## config.mk

```make
export PLATFORM = sky130hd
export DESIGN_NAME = vin_frame_fmt
export DESIGN_NICKNAME = d
export VERILOG_FILES = /design/src/rtl/vin_frame_fmt.sv
export SDC_FILE = /design/constraint.sdc
export NUM_CORES = 2
export LEC_CHECK = 0
export ABC_CLOCK_PERIOD_IN_PS = 3600
export BUFFER_PORTS_ARGS = -buffer_cell sky130_fd_sc_hd__clkbuf_2
export CAP_MARGIN = 5
export CORE_ASPECT_RATIO = 2
export CORE_MARGIN = 2
export CORE_UTILIZATION = 50
export CTS_CLUSTER_DIAMETER = 40
export CTS_CLUSTER_SIZE = 14
export DETAILED_ROUTE_END_ITERATION = 8
export HOLD_SLACK_MARGIN = 0.02
export PLACE_DENSITY = 0.66
export SETUP_SLACK_MARGIN = 0.2
export SYNTH_ARGS = -nofsm -noshare
export SYNTH_HDL_FRONTEND = slang
export SYNTH_SLANG_ARGS = --single-unit
```

## constraint.sdc

```tcl
create_clock -name p_in_clk -period 3.6 [get_ports p_in_clk]
set_input_delay 0.72 -clock p_in_clk [delete_from_list [all_inputs] [get_ports p_in_clk]]
set_output_delay 0.72 -clock p_in_clk [all_outputs]
set_load 0.03 [all_outputs]
```

## src/rtl/vin_frame_fmt.sv

```systemverilog
// vin_frame_fmt: camera-to-recorder frame formatter.
// Turns vs/hs-qualified pixel beats into a tagged word stream:
// a header before each line, the line's pixels, and a trailer after each frame.
// Output goes through a small FIFO with a registered head (valid/ready).
// A write into a full FIFO drops the word, latches a sticky overflow
// and discards the rest of that frame.
module vin_frame_fmt #(
  parameter int CH_COUNT   = 10,
  parameter int PIX_W      = 8,
  parameter int FIFO_DEPTH = 16,
  parameter int FRM_CNT_W  = 16,
  parameter int LINE_CNT_W = 12,
  parameter int PIX_CNT_W  = 12
) (
  input  logic                      p_in_clk,
  input  logic                      p_in_rst_n,
  input  logic                      p_in_en,
  input  logic [CH_COUNT*PIX_W-1:0] p_in_vd,
  input  logic                      p_in_vin_vs,
  input  logic                      p_in_vin_hs,
  output logic [CH_COUNT*PIX_W-1:0] p_out_d,
  output logic [1:0]                p_out_tag,
  output logic                      p_out_vld,
  input  logic                      p_in_rdy,
  output logic                      p_out_ovf,
  input  logic                      p_in_ovf_clr,
  output logic [FRM_CNT_W-1:0]      p_out_frm_cnt,
  output logic                      p_out_busy
);

  localparam int DW = CH_COUNT * PIX_W;
  localparam int AW = $clog2(FIFO_DEPTH);
  localparam int CW = AW + 1;
  localparam int EW = DW + 2;
  localparam logic [CW-1:0] FULL_CNT = CW'(FIFO_DEPTH);
  localparam logic [1:0] TAG_PIX = 2'b00;
  localparam logic [1:0] TAG_HDR = 2'b01;
  localparam logic [1:0] TAG_TRL = 2'b10;

  typedef enum logic [2:0] {
    ST_IDLE      = 3'd0,
    ST_WAIT_LINE = 3'd1,
    ST_LINE      = 3'd2,
    ST_TRAIL     = 3'd3,
    ST_SKIP      = 3'd4
  } state_e;

  state_e                state_q, state_d, fsm_nx;
  logic                  vs_q, hs_q;
  logic [DW-1:0]         pipe_q, pipe_d;
  logic                  pipe_vld_q, pipe_vld_d, pipe_vld_nx;
  logic [PIX_CNT_W-1:0]  pix_cnt_q, pix_cnt_d;
  logic [LINE_CNT_W-1:0] line_cnt_q, line_cnt_d;
  logic [FRM_CNT_W-1:0]  frm_num_q, frm_num_d;
  logic [FRM_CNT_W-1:0]  frm_cnt_q, frm_cnt_d;
  logic                  ovf_q, ovf_d;
  logic                  busy_q, busy_d;

  logic [EW-1:0]         mem_q [FIFO_DEPTH];
  logic [AW-1:0]         wr_ptr_q, wr_ptr_d, rd_ptr_q, rd_ptr_d;
  logic [CW-1:0]         cnt_q, cnt_d;
  logic [DW-1:0]         out_d_q, out_d_d;
  logic [1:0]            out_tag_q, out_tag_d;
  logic                  out_vld_q, out_vld_d;

  logic                  vs_rise, vs_fall, hs_rise;
  logic                  wr_req, push, pop, full, wr_ovf;
  logic [1:0]            wr_tag;
  logic [DW-1:0]         wr_data;

  assign vs_rise = p_in_vin_vs & ~vs_q;
  assign vs_fall = ~p_in_vin_vs & vs_q;
  assign hs_rise = p_in_vin_hs & ~hs_q;

  assign full   = (cnt_q == FULL_CNT);
  assign push   = wr_req & ~full;
  assign wr_ovf = wr_req & full;
  assign pop    = out_vld_q & p_in_rdy;

  // Capture FSM: next state, counters, pipe register and the word to write.
  always_comb begin
    fsm_nx      = state_q;
    pipe_d      = pipe_q;
    pipe_vld_nx = pipe_vld_q;
    pix_cnt_d   = pix_cnt_q;
    line_cnt_d  = line_cnt_q;
    frm_num_d   = frm_num_q;
    frm_cnt_d   = frm_cnt_q;
    wr_req      = 1'b0;
    wr_tag      = TAG_PIX;
    wr_data     = '0;
    case (state_q)
      ST_IDLE: begin
        if (vs_rise && p_in_en) begin
          fsm_nx     = ST_WAIT_LINE;
          line_cnt_d = '0;
          pix_cnt_d  = '0;
          frm_num_d  = frm_cnt_q;
          frm_cnt_d  = frm_cnt_q + FRM_CNT_W'(1);
        end else begin
          fsm_nx = ST_IDLE;
        end
      end
      ST_WAIT_LINE: begin
        if (vs_fall) begin
          fsm_nx = ST_TRAIL;
        end else if (hs_rise) begin
          wr_req      = 1'b1;
          wr_tag      = TAG_HDR;
          wr_data     = DW'({frm_num_q, line_cnt_q});
          pipe_d      = p_in_vd;
          pipe_vld_nx = 1'b1;
          pix_cnt_d   = PIX_CNT_W'(1);
          fsm_nx      = ST_LINE;
        end else begin
          fsm_nx = ST_WAIT_LINE;
        end
      end
      ST_LINE: begin
        // Every LINE cycle emits the beat held in the pipe register.
        wr_req  = pipe_vld_q;
        wr_tag  = TAG_PIX;
        wr_data = pipe_q;
        if (vs_fall) begin
          pipe_vld_nx = 1'b0;
          line_cnt_d  = line_cnt_q + LINE_CNT_W'(1);
          fsm_nx      = ST_TRAIL;
        end else if (p_in_vin_hs) begin
          pipe_d      = p_in_vd;
          pipe_vld_nx = 1'b1;
          if (pix_cnt_q != {PIX_CNT_W{1'b1}}) begin
            pix_cnt_d = pix_cnt_q + PIX_CNT_W'(1);
          end else begin
            pix_cnt_d = pix_cnt_q;
          end
        end else begin
          pipe_vld_nx = 1'b0;
          line_cnt_d  = line_cnt_q + LINE_CNT_W'(1);
          fsm_nx      = ST_WAIT_LINE;
        end
      end
      ST_TRAIL: begin
        if (!pipe_vld_q) begin
          wr_req  = 1'b1;
          wr_tag  = TAG_TRL;
          wr_data = DW'({frm_num_q, line_cnt_q, pix_cnt_q});
          fsm_nx  = ST_IDLE;
        end else begin
          fsm_nx = ST_TRAIL;
        end
      end
      ST_SKIP: begin
        pipe_vld_nx = 1'b0;
        if (!p_in_vin_vs) begin
          fsm_nx = ST_IDLE;
        end else begin
          fsm_nx = ST_SKIP;
        end
      end
      default: begin
        fsm_nx      = ST_IDLE;
        pipe_vld_nx = 1'b0;
      end
    endcase
  end

  // Overflow overrides the FSM: abandon the frame and flag it.
  always_comb begin
    if (wr_ovf) begin
      state_d    = ST_SKIP;
      pipe_vld_d = 1'b0;
      ovf_d      = 1'b1;
    end else begin
      state_d    = fsm_nx;
      pipe_vld_d = pipe_vld_nx;
      ovf_d      = p_in_ovf_clr ? 1'b0 : ovf_q;
    end
  end

  // FIFO bookkeeping and next value of the registered head word.
  always_comb begin
    wr_ptr_d = push ? wr_ptr_q + AW'(1) : wr_ptr_q;
    rd_ptr_d = pop  ? rd_ptr_q + AW'(1) : rd_ptr_q;
    if (push && !pop) begin
      cnt_d = cnt_q + CW'(1);
    end else if (pop && !push) begin
      cnt_d = cnt_q - CW'(1);
    end else begin
      cnt_d = cnt_q;
    end
    out_d_d   = out_d_q;
    out_tag_d = out_tag_q;
    if (cnt_d == '0) begin
      out_vld_d = 1'b0;
    end else if (push && (wr_ptr_q == rd_ptr_d)) begin
      // The new head is the word being written this cycle.
      out_vld_d = 1'b1;
      out_d_d   = wr_data;
      out_tag_d = wr_tag;
    end else begin
      out_vld_d = 1'b1;
      out_d_d   = mem_q[rd_ptr_d][DW-1:0];
      out_tag_d = mem_q[rd_ptr_d][EW-1:DW];
    end
    busy_d = (state_d != ST_IDLE) || (cnt_d != '0);
  end

  // Control, capture and output state registers.
  always_ff @(posedge p_in_clk or negedge p_in_rst_n) begin
    if (!p_in_rst_n) begin
      state_q    <= ST_IDLE;
      // Seen as already high so a frame running across reset is not
      // mistaken for a new frame start.
      vs_q       <= 1'b1;
      hs_q       <= 1'b0;
      pipe_q     <= '0;
      pipe_vld_q <= 1'b0;
      pix_cnt_q  <= '0;
      line_cnt_q <= '0;
      frm_num_q  <= '0;
      frm_cnt_q  <= '0;
      ovf_q      <= 1'b0;
      busy_q     <= 1'b0;
      wr_ptr_q   <= '0;
      rd_ptr_q   <= '0;
      cnt_q      <= '0;
      out_d_q    <= '0;
      out_tag_q  <= 2'b00;
      out_vld_q  <= 1'b0;
    end else begin
      state_q    <= state_d;
      vs_q       <= p_in_vin_vs;
      hs_q       <= p_in_vin_hs;
      pipe_q     <= pipe_d;
      pipe_vld_q <= pipe_vld_d;
      pix_cnt_q  <= pix_cnt_d;
      line_cnt_q <= line_cnt_d;
      frm_num_q  <= frm_num_d;
      frm_cnt_q  <= frm_cnt_d;
      ovf_q      <= ovf_d;
      busy_q     <= busy_d;
      wr_ptr_q   <= wr_ptr_d;
      rd_ptr_q   <= rd_ptr_d;
      cnt_q      <= cnt_d;
      out_d_q    <= out_d_d;
      out_tag_q  <= out_tag_d;
      out_vld_q  <= out_vld_d;
    end
  end

  // FIFO storage array.
  always_ff @(posedge p_in_clk or negedge p_in_rst_n) begin
    if (!p_in_rst_n) begin
      for (int i = 0; i < FIFO_DEPTH; i++) begin
        mem_q[i] <= '0;
      end
    end else if (push) begin
      mem_q[wr_ptr_q] <= {wr_tag, wr_data};
    end
  end

  assign p_out_d       = out_d_q;
  assign p_out_tag     = out_tag_q;
  assign p_out_vld     = out_vld_q;
  assign p_out_ovf     = ovf_q;
  assign p_out_frm_cnt = frm_cnt_q;
  assign p_out_busy    = busy_q;

endmodule

```

Yosys cells after proc, flatten, opt, wreduce, memory -nomap -nowiden
Cells that the tools add are included.
Word-level totals
  bits in registers: 1552
  input port bits: 87
  output and inout bits: 101
  word-level logic and storage cells: 150
Cells by class
  add/subtract/negate cells: 7
  $lt $le $gt $ge: 3
  eq/ne operators: 17
  mux-type cells: 56
  bitwise logic cells: 12
  reduce and logical (&&, ||, !) cells: 22
Operator list (number)
  $bwmux 1312: 1
  $mux 80: 5
  $bmux 82 s4: 1
  $demux 82 s4: 1
  $mux 82: 3
  $pmux 80 s3: 1
  $pmux 80 s2: 1
  $mux 12: 8
  $mux 28: 2
  $mux 40: 1
  $pmux 12 s3: 1
  $add 12x1->12 const B: 2
  $pmux 12 s2: 1
  $add 16x1->16 const B: 1
  $pmux 3 s5: 1
  $mux 1: 14
  $mux 3: 4
  $ne 12x12->1 const B: 1
  $ne 2x2->1 const B: 6
  $ge 5x5->1 const B: 2
  $mux 2: 5
  $mux 5: 2
  $not 4->5: 2
  $ne 3x3->1 const B: 3
  other kinds (28): 48

Logic depth before layout (Yosys ltp)
  depth after elaboration: 12
  mapped depth: 13
  gate-level depth less buffers: 9

Worst setup path before layout
No wires, ideal clock.
  path kind: input to register
  start point: input p_in_vin_vs
  end point: register out_d_q[70], in the netlist p_out_d[70]
  setup time: 0.125 ns
  arrival time: 3.066 ns
  required time: 3.475 ns
  path slack: 0.410 ns
  stages: 12
  buffers on the path: 4
  path through: nor2b_1 -> or4_1 -> buf_2 -> a21boi_4 -> buf_6 -> nor2_1 -> a31oi_1 -> xnor2_1 -> nor4b_2 -> buf_2 -> buf_4 -> mux2_2
Between the ends
  longest elaborated chain between the ends: 10
  elaborated cells between the ends (all ways): 13
  those cells by class: 5 x mux; 3 x bitwise; 5 x reduce/logical
Ends and longest elaborated chain
  start, declared: line 19  | input logic p_in_vin_vs,
  $not 1->1 *: line 72  | assign vs_fall = ~p_in_vin_vs & vs_q;
  $and 1x1->1 *: line 72
  $mux 1 *: line 105  | if (vs_fall) begin
  $pmux 1 s3 *: line 92  | case (state_q)
  $and 1x1->1 *: line 76  | assign push = wr_req & ~full;
  $logic_not 1->1: line 186  | end else if (pop && !push) begin
  $logic_and 1x1->1: line 186
  $mux 5: line 186
  $mux 5 *: line 184  | if (push && !pop) begin
  via cnt_d[2]: line 61  | logic [CW-1:0] cnt_q, cnt_d;
  $logic_not 5->1 *: line 193  | if (cnt_d == '0) begin
  end signal, assigned: line 245  | out_d_q <= out_d_d;
  end, declared: line 62  | logic [DW-1:0] out_d_q, out_d_d;
Mark *: on every way through the listed nets, which the timed path passes. The rest lies on a longest branch.
A chain may end at the register's enable or synchronous reset.

Final worst setup path
  start point: register out_vld_q, in the netlist p_out_vld
  end point: register out_d_q[41], in the netlist p_out_d[41]
Between the ends
  longest elaborated chain between the ends: 7
  elaborated cells between the ends (all ways): 15
  those cells by class: 1 x eq/ne; 7 x mux; 2 x bitwise; 5 x reduce/logical
Ends and longest elaborated chain
  start, declared: line 64  | logic out_vld_q, out_vld_d;
  start signal, assigned: line 247  | out_vld_q <= out_vld_d;
  $and 1x1->1 *: line 78  | assign pop = out_vld_q & p_in_rdy;
  $mux 4 *: line 183  | rd_ptr_d = pop ? rd_ptr_q + AW'(1) : rd_ptr_q;
  via rd_ptr_d[3]: line 60  | logic [AW-1:0] wr_ptr_q, wr_ptr_d, rd_ptr_q, rd_ptr_d;
  $not 4->5 (not written as such): line 202  | out_d_d = mem_q[rd_ptr_d][DW-1:0];
  $bmux 82 s4: line 202
  $mux 82 (2 in a row)
  $mux 80 *: line 195  | end else if (push && (wr_ptr_q == rd_ptr_d)) begin
Mark *: on every way through the listed nets, which the timed path passes. The rest lies on a longest branch. The select of a mux whose other input is x is not followed.

==> metrics.txt <==
TritonCTS clock tree done; Fill cells 11.9k; Comb pwr share 0.449; Seq/Total Area, Yosys 0.575; Root Driver clkbuf_16; fmax 0.304 GHz; Clock power frac 0.207; 1st-pass router iterations 9; gpl congestion 0.876; Initial Util 0.504; Mapped Area 0.0676 mm²; Least-Margin Pin Slew 1.27 ns; Yosys reg bits ~1.6k; drc violations 0; Max Cap Viol 0; clock-pin slew on the worst setup and hold paths approximately 0.07 ns; startpoint types flip-flop; pwr/cell area 960 mW/mm²; antenna-violating nets left 0; CP Class flip-flop to flip-flop; most frequent cells in the layout nand2_1, dfrtp_1, o21ai_0; Nets 7292; vias in the first global route ~54k; Syn-to-layout area delta 12.1%; YS warnings 0; Rows 190; post-route minimum period 3.29 ns; DR vias/cell between 5 and 6; DR vias 53.9k; number of synthesized flops with an enable pin 0; Leak 0.0329 µW; layout cells sized above 1 0.116; first-pass GRT wire length 315 mm; arrival time worst endpoint approximately 4.0 ns; most common cell after layout, fill and taps aside nand2_1; CP Capture Type flip-flop; die height 524 µm; Sequential Power Share 0.344; Final Hold Viols 0; worst setup margin 0.313 ns; Pwr Total 72700 µW; RSZ-0062 raised after global routing no; Reg area 0.0388 mm²; IO Count 188; area of the multi-input gates ~0.026 mm²; Max-Slew Margin vs Limit 0.155; initial DRC count about 4.2k; setup TNS after final layout 0 ns; H-tree depth 4; DRT Wirelength 201 mm; Final Util 0.565; HP Class input pin to flip-flop; Num CTS Buffers 145; CTS Sinks 1552; Yosys top cell area share 0.574; clock latency on the worst-skew pair 0.78 ns; Post-Syn Instances between 7k and 8k; CP Data Required Time 4.31 ns; CORE AREA 0.134 mm²; antenna violations before repair 1; Mapped Avg Cell Area 9.26 µm²; asr flop ratio synth 1.00; syn nets roughly 7.4k; Setup Skew 0.0282 ns; Die X-Extent 264 µm; Sw Ratio 0.422; HPWL after DPL 113 mm; Synth cell types 53; status complete, no violations; Yosys top cell by area dfrtp_1; Slew Limit Fails 0; Internal 42000 µW; synth top area cells dfrtp_1, nand2_1, o21ai_0; pre-CTS WS -0.0302 ns; Finish-stage setup viols 0; largest net degree at the start of global routing 165; total grt overflow 0; port bufs roughly 190; maximum vdd drop 977 µV; Total GRT Usage 0.293; Setup Fix Bufs, Post-CTS 0; Clock Tree Buf Depth 3; crit path max fanout 37; post-CTS sizing 0; switching pwr 30700 µW; Top FF cell, synth dfrtp_1; DR WL/cell 22.4 µm; Die ar. ~0.14 mm²; period utilization 0.913
==> power groups by stage <==
stage / combinational [µW] / clock, µW / sequential [µW]
after detailed placement: 32400 / 0 / 25300
after floorplan: 20200 / 0 / 25000
after global placement: 32000 / 0 / 25100
final: 32700 / 15000 / 25000
after CTS: 32500 / 15300 / 25000
after global routing: 35500 / 15900 / 25600
==> Yosys cell counts, drive strengths merged (2+ instances only) <==
cell,n
nor3,9
nor2b,3
inv,16
xor2,15
mux2,178
mux2i,55
nand3,68
o21a,2
and3,10
nor2,41
a21oi,652
dfrtp,1551
a22o,152
ha,11
nand4,14
a222oi,28
nand2b,5
a221oi,94
buf,60
nand2,2015
clkbuf,625
a22oi,176
nor4,17
o22ai,70
a32oi,2
o21ai,1371
or2,3
and2,2
or3,5
o31ai,2
xnor2,31
==> metal layers <==
| metal | vias to the layer above | share of wire | GRT usage |
|---|---|---|---|
| met5 | - | 0 | 0 |
| met4 | 0 | 0.043 | 0.124 |
| met3 | 435 | 0.058 | 0.0410 |
| met2 | 1806 | 0.50 | 0.508 |
| met1 | 26702 | 0.40 | 0.366 |
| li1 | 24914 | - | - |
==> state kept, by name, indices dropped and copies added (netlist names) <==
register       flops
cnt_q              5
p_out_vld          1
p_out_frm_cnt     16
vs_q               1
pipe_vld_q         1
pipe_q            80
state_q            3
mem_q           1312
p_out_busy         1
rd_ptr_q           4
p_out_d           80
pix_cnt_q         12
p_out_ovf          1
wr_ptr_q           4
frm_num_q         16
line_cnt_q        12
p_out_tag          2
hs_q               1
==> area by class of cell <==
| class | count | area share |
|---|---|---|
| repair buffers | 434 | 0.0513 |
| inverters | 16 | 0.000991 |
| clock buffers | 172 | 0.0519 |
| clock inverters | 47 | 0.00700 |
| diodes | 1 | 0.0000330 |
| well taps | 1728 | 0.0285 |
| multi-input cells | 5045 | 0.348 |
| flip-flops and latches | 1552 | 0.513 |
==> metrics by stage <==
step	hold WS, ns	cells	area (µm²)
floorplan	0.424	7297	67600
global placement	0.460	8773	71300
global route	0.0478	8995	75800
finish	0.0720	8995	75800
detailed placement	0.469	8773	71300
CTS	0.0268	8993	75800
==> path summary, 6_finish.rpt <==
kind | slack (ns) | depth (start not counted) | start | end
max in group asynchronous | 1.91 | 4 | p_in_rst_n | mem_q[838]
setup / recovery | 0.31 | 10 | p_out_vld | p_out_d[41]
min in group asynchronous | 0.49 | 2 | p_in_rst_n | mem_q[172]
hold reg to reg | 0.48 | 2 | mem_q[85] | mem_q[85]
hold / removal | 0.07 | 1 | p_in_vin_vs | vs_q
setup reg to reg | 0.31 | 10 | p_out_vld | p_out_d[41]
==> worst max-delay path: stages, from the launching register on <==
cell,delay (ns)
dfrtp_1,0.40
and2_1,0.30
nand4_1,0.16
xnor2_1,0.16
buf_4,0.21
nor2_4,0.82
buf_12,0.38
a221oi_1,0.16
buf_4,0.17
o21ai_0,0.20
mux2_2,0.19
==> cells by family (layout without fill, tap and decap cells) <==
family                     after synthesis  after routing  synth area share
other                                    0              1                 0
buffers and inverters                  701            669            0.0396
and+or+nand+nor                       2196           2197             0.126
xor gates and xnor gates                46             46           0.00607
DFF                                   1552           1552             0.575
muxes                                  233            233            0.0378
AOI/OAI and AO/OA                     2558           2558             0.214
adders and majority gates               11             11           0.00204
==> repair_timing <==
item                                    in CTS  in global routing
endpoints found under the setup margin       0                  5
endpoints found under the hold margin       49                  0
hold buffers                                 1                  0
No activity file was read; power rests on OpenSTA's default activity.
